==> src/rtl/fifo_stream_pkg.sv <==
// Shared definitions for the FIFO read-side stream stage: occupancy states and default widths.
package fifo_stream_pkg;

    typedef enum logic [1:0] {
        OCC_EMPTY = 2'd0,
        OCC_ONE   = 2'd1,
        OCC_FULL  = 2'd2
    } occ_e;

    localparam int DEFAULT_DATA_WIDTH  = 8;
    localparam int DEFAULT_COUNT_WIDTH = 16;

endpackage

==> src/rtl/fifo_read_stage.sv <==
// Drains a first-word-fall-through FIFO read port into a registered valid/ready stream via a
// 2-entry (head + skid) buffer. Optional delivered-word counter: FIFO_READ_STAGE_STATS_EN.
module fifo_read_stage
    import fifo_stream_pkg::*;
#(
    parameter int DATA_WIDTH  = DEFAULT_DATA_WIDTH,
    parameter int COUNT_WIDTH = DEFAULT_COUNT_WIDTH
) (
    input  logic                   read_clock,
    input  logic                   read_reset_n,
    input  logic [DATA_WIDTH-1:0]  fifo_read_data,
    input  logic                   fifo_read_empty,
    output logic                   fifo_read_enable,
    output logic [DATA_WIDTH-1:0]  out_data,
    output logic                   out_valid,
    input  logic                   out_ready,
`ifdef FIFO_READ_STAGE_STATS_EN
    output logic [COUNT_WIDTH-1:0] word_count,
`endif
    output logic [1:0]             occupancy
);

    // Handshake: a stream word transfers at a rising edge where out_valid and out_ready are both 1;
    // out_valid never depends on out_ready, and data/valid hold while valid is up and ready is low.
    occ_e                  occ_q, occ_d;
    logic [DATA_WIDTH-1:0] head_q, head_d;
    logic [DATA_WIDTH-1:0] skid_q, skid_d;
    logic                  valid_q, valid_d;
    logic                  pop;
    logic                  consume;

    // Pop strobe uses only registered occupancy, so out_ready never reaches the FIFO combinationally.
    assign fifo_read_enable = read_reset_n & ~fifo_read_empty & (occ_q != OCC_FULL);
    assign pop              = fifo_read_enable & ~fifo_read_empty;
    assign consume          = valid_q & out_ready;

    always_comb begin
        occ_d  = occ_q;
        head_d = head_q;
        skid_d = skid_q;
        unique case (occ_q)
            OCC_EMPTY: begin
                if (pop) begin
                    head_d = fifo_read_data;
                    occ_d  = OCC_ONE;
                end
            end
            OCC_ONE: begin
                if (pop && !consume) begin
                    skid_d = fifo_read_data;
                    occ_d  = OCC_FULL;
                end else if (pop && consume) begin
                    head_d = fifo_read_data;
                end else if (consume) begin
                    occ_d = OCC_EMPTY;
                end
            end
            OCC_FULL: begin
                if (consume) begin
                    head_d = skid_q;
                    occ_d  = OCC_ONE;
                end
            end
            default: begin
                occ_d = OCC_EMPTY;
            end
        endcase
        valid_d = (occ_d != OCC_EMPTY);
    end

    always_ff @(posedge read_clock or negedge read_reset_n) begin
        if (!read_reset_n) begin
            occ_q   <= OCC_EMPTY;
            head_q  <= '0;
            skid_q  <= '0;
            valid_q <= 1'b0;
        end else begin
            occ_q   <= occ_d;
            head_q  <= head_d;
            skid_q  <= skid_d;
            valid_q <= valid_d;
        end
    end

    assign out_data  = head_q;
    assign out_valid = valid_q;
    assign occupancy = occ_q;

`ifdef FIFO_READ_STAGE_STATS_EN
    logic [COUNT_WIDTH-1:0] word_count_q, word_count_d;

    always_comb begin
        word_count_d = word_count_q;
        if (consume) begin
            word_count_d = word_count_q + 1'b1;
        end
    end

    always_ff @(posedge read_clock or negedge read_reset_n) begin
        if (!read_reset_n) begin
            word_count_q <= '0;
        end else begin
            word_count_q <= word_count_d;
        end
    end

    assign word_count = word_count_q;
`else
    if (COUNT_WIDTH < 1) begin : g_bad_count_width
        $error("COUNT_WIDTH must be at least 1");
    end
`endif

endmodule

==> config.mk <==
export PLATFORM = sky130hd
export DESIGN_NAME = fifo_read_stage
export DESIGN_NICKNAME = d
export VERILOG_FILES = /design/src/rtl/fifo_stream_pkg.sv /design/src/rtl/fifo_read_stage.sv
export SDC_FILE = /design/constraint.sdc
export NUM_CORES = 1
export LEC_CHECK = 0
export CORE_MARGIN = 2
export CORE_UTILIZATION = 41
export DETAILED_ROUTE_END_ITERATION = 7
export HOLD_SLACK_MARGIN = 0.12
export PLACE_DENSITY = 0.79
export SYNTH_ARGS = -nofsm -noshare
export SYNTH_HDL_FRONTEND = slang
export SYNTH_SLANG_ARGS = --single-unit
==> constraint.sdc <==
create_clock -name read_clock -period 1.6 [get_ports read_clock]
set_clock_uncertainty 0.2 [all_clocks]
set_input_delay 0.24 -clock read_clock [delete_from_list [all_inputs] [get_ports read_clock]]
set_output_delay 0.24 -clock read_clock [all_outputs]
set_load 0.01 [all_outputs]
==> impl_metrics.ini <==
[synth]
avgSynthCellArea_um2 = 14.5
synthFlopType = dfrtp_1
synthTopCellsByArea = dfrtp_1 (54%), mux2_2 (20%), mux2_1 (10%)
synth-async-reset-ratio = 1.00
synth.top_cell.area_share = 0.539
ys_seq_elements = 19
synth_fp_nets = 73
yosys.area.top_type = dfrtp_1
yosys-top-cells-count = dfrtp_1 (19), mux2_2 (16), mux2_1 (8)
ys_warn_count = 0
syn_inst = 61
ys_seq_area_frac = 0.539
synth_most_common_cell = dfrtp_1
yosysUniqueCellTypes = 17
synth_enable_flop_cells = 0
netlist_area_um2 = 882

[pwr]
seq_power_share = 0.381
ir_drop_uv = 1060
p_sw_frac = 0.316
power.density_nw_per_um2 = 1630
p_leak_nw = 0.647
p_clk_frac = 0.104
p_comb_frac = 0.515
p_int_mw = 1.55
totalPowerFinal_mw = 2.26
p_switching_mw = 0.714

[floorplanning]
die_y_um = 50.4
initial_core_util = 0.441
io_pins = 24
fp.dieW_um = 50.4
fp.coreArea_um2 = 2000
rows = 16
dieArea_um2 = 2540

[setup_path]
path_buf_inv = 2
cp_cell_sequence = buf_12 -> o32ai_4 -> buf_6 -> mux2_4
worstSetupStartpointType = register
critical_path.max_fanout = 6
slowest_delay_ps = 440
cp.required_ps = 1580
r2r_start = occupancy[1]$_DFF_PN0_
critical_path_arrival_ps = 1650
cpLargestDelayFamily = flip-flops
rr_worst_depth = 4
critPathKind = register to register
r2r-end = out_data[4]$_DFFE_PN0P_
regToRegSetupSlack_ps = -70
cp-end-kind = register
critPathSlowestCell = dfrtp_2

[sta]
worst_hold_slack_ps = 15.4
fin_crit_sh = 1.04
setup_violations = 10
fmax_ghz = 0.599
setup_ws_ps = -69.1
tightestPinTransition_ps = 278
slew_headroom = 0.814
period_minus_slack_ps = 1670
hold_viol_final = 0
drv_slew = 0
rsz0062_at_grt = yes

[finish]
area_growth_pct = 57.2
final_net_count = 117
num_antenna_cells = 0
fillCellCount = 148
drive_gt1_frac = 0.481
register_area_um2 = 478
multiInputGateArea_um2 = 474

[place]
port-buffer-count = 23
dp_hpwl_um = 1370
place_ws_ps = -457
place.gp.congestion = 0.823

[worst_hold_path]
min_path_type = input port to asynchronous set/reset pin

[route]
dr_wl_met3_um = 69
drt-met1-wl_um = 919
vias = 637
post-route-drc-count = 0
dr_wl_met2_um = 905
wl_per_cell_um = 14.5
highest_layer = met4
antenna_left = 0
dr.pass1.iters = 3
wl_um = 1900
vias_per_cell = 4.86
initialDrtViolationCount = 7

[cts]
insertion_delay_ps = 280
path_clk_slew_ps = 110
htreeDepth = 1
clockBufferDepth = 2
root_buffer = clkbuf_4
clock_sinks = 19
numCtsBuffers = 3
cts_tree = done

[global_route]
grt_pass1_wl_um = 3220
overflow = 0
grt_antenna_before_repair = 0
grtUsageTotal = 0.166
first_global_vias = 670
grt_max_degree = 21

[job]
drv_cap = 0

[status]
status = finished with violations
violations = negative setup slack
## metal layers
layer  track usage  vias to the layer above
met5             0                        -
met4        0.0405                        0
met3        0.0208                        2
met2         0.254                       13
met1         0.249                      312
li1              -                      310
## sequential cells by signal, summed over array words and instances, names as in the netlist
signal and flops:
out_valid 1, out_data 8, skid_q 8, occupancy 2
## layout make-up
cell class	count	share of cell area
Clock buffer	3	0.0162
Clock inverter	1	0.00361
Multi-Input combinational cell	41	0.342
Sequential cell	19	0.345
Tap cell	27	0.0244
Timing Repair Buffer	40	0.269
## worst register-to-register path, stage by stage (launching register included)
cell     delay [ps]
dfrtp_2         440
buf_12          140
o32ai_4         310
buf_6           180
mux2_4          300
## per-stage QoR
stage           util  area (µm²)  setup TNS, ps  cells
2_1_floorplan      -         902           -393     61
3_3_place_gp   0.638        1280          -6190    124
3_5_place_dp   0.638        1280          -6770    124
4_1_cts        0.691        1380           -608    130
5_1_grt        0.693        1390          -1260    131
6_report       0.693        1390           -522    131
## cell families after synthesis
family / synth area share
multiplexers: 0.306
flip-flops: 0.539
AO/OA/AOI/OAI: 0.0894
AND/OR/NAND/NOR: 0.0596
buffers and inverters: 0.00567
## cells in the final DEF, fill, tap and decap left out, drive strengths merged
master	n
mux2	24
dfrtp	19
buf	19
dlygate4sd2	11
clkdlybuf4s50	9
a21oi	3
clkbuf	3
nand2b	2
a21boi	2
nand2	2
and4b	1
nor3b	1
a31oi	1
o22ai	1
nor2b	1
o21ai	1
nor2	1
o32ai	1
clkinv	1
clkdlybuf4s15	1
## power by group through the flow
stage | sequential (mW) | clock (mW) | combinational, mW
floorplan | 0.935 | 0 | 0.443
global placement | 0.855 | 0 | 1.03
detailed placement | 0.875 | 0 | 1.06
CTS | 0.856 | 0.245 | 1.16
global route | 0.885 | 0.267 | 1.25
finish | 0.861 | 0.235 | 1.17
## what timing repair did
| item | 4_1_cts | 5_1_grt |
|---|---|---|
| endpoints found under the setup margin | 27 | 18 |
| gates resized for setup | 41 | 2 |
| endpoints found under the hold margin | 19 | 19 |
| pin swaps | 3 | 0 |
| setup buffers | 2 | 1 |
## worst max path at each step
stage / slack, ps / start / endpoint / cells past startpoint
finish: -70 / occupancy[1]$_DFF_PN0_ / out_data[4]$_DFFE_PN0P_ / 4
global route: -120 / occupancy[1]$_DFF_PN0_ / out_data[0]$_DFFE_PN0P_ / 4
CTS: -80 / occupancy[0]$_DFF_PN0_ / out_data[0]$_DFFE_PN0P_ / 4
detailed placement: -460 / fifo_read_empty / out_data[4]$_DFFE_PN0P_ / 5
global placement: -410 / fifo_read_empty / out_data[7]$_DFFE_PN0P_ / 5
floorplan: -50 / occupancy[0]$_DFF_PN0_ / out_data[0]$_DFFE_PN0P_ / 3
No activity file was read; power rests on OpenSTA's default activity.
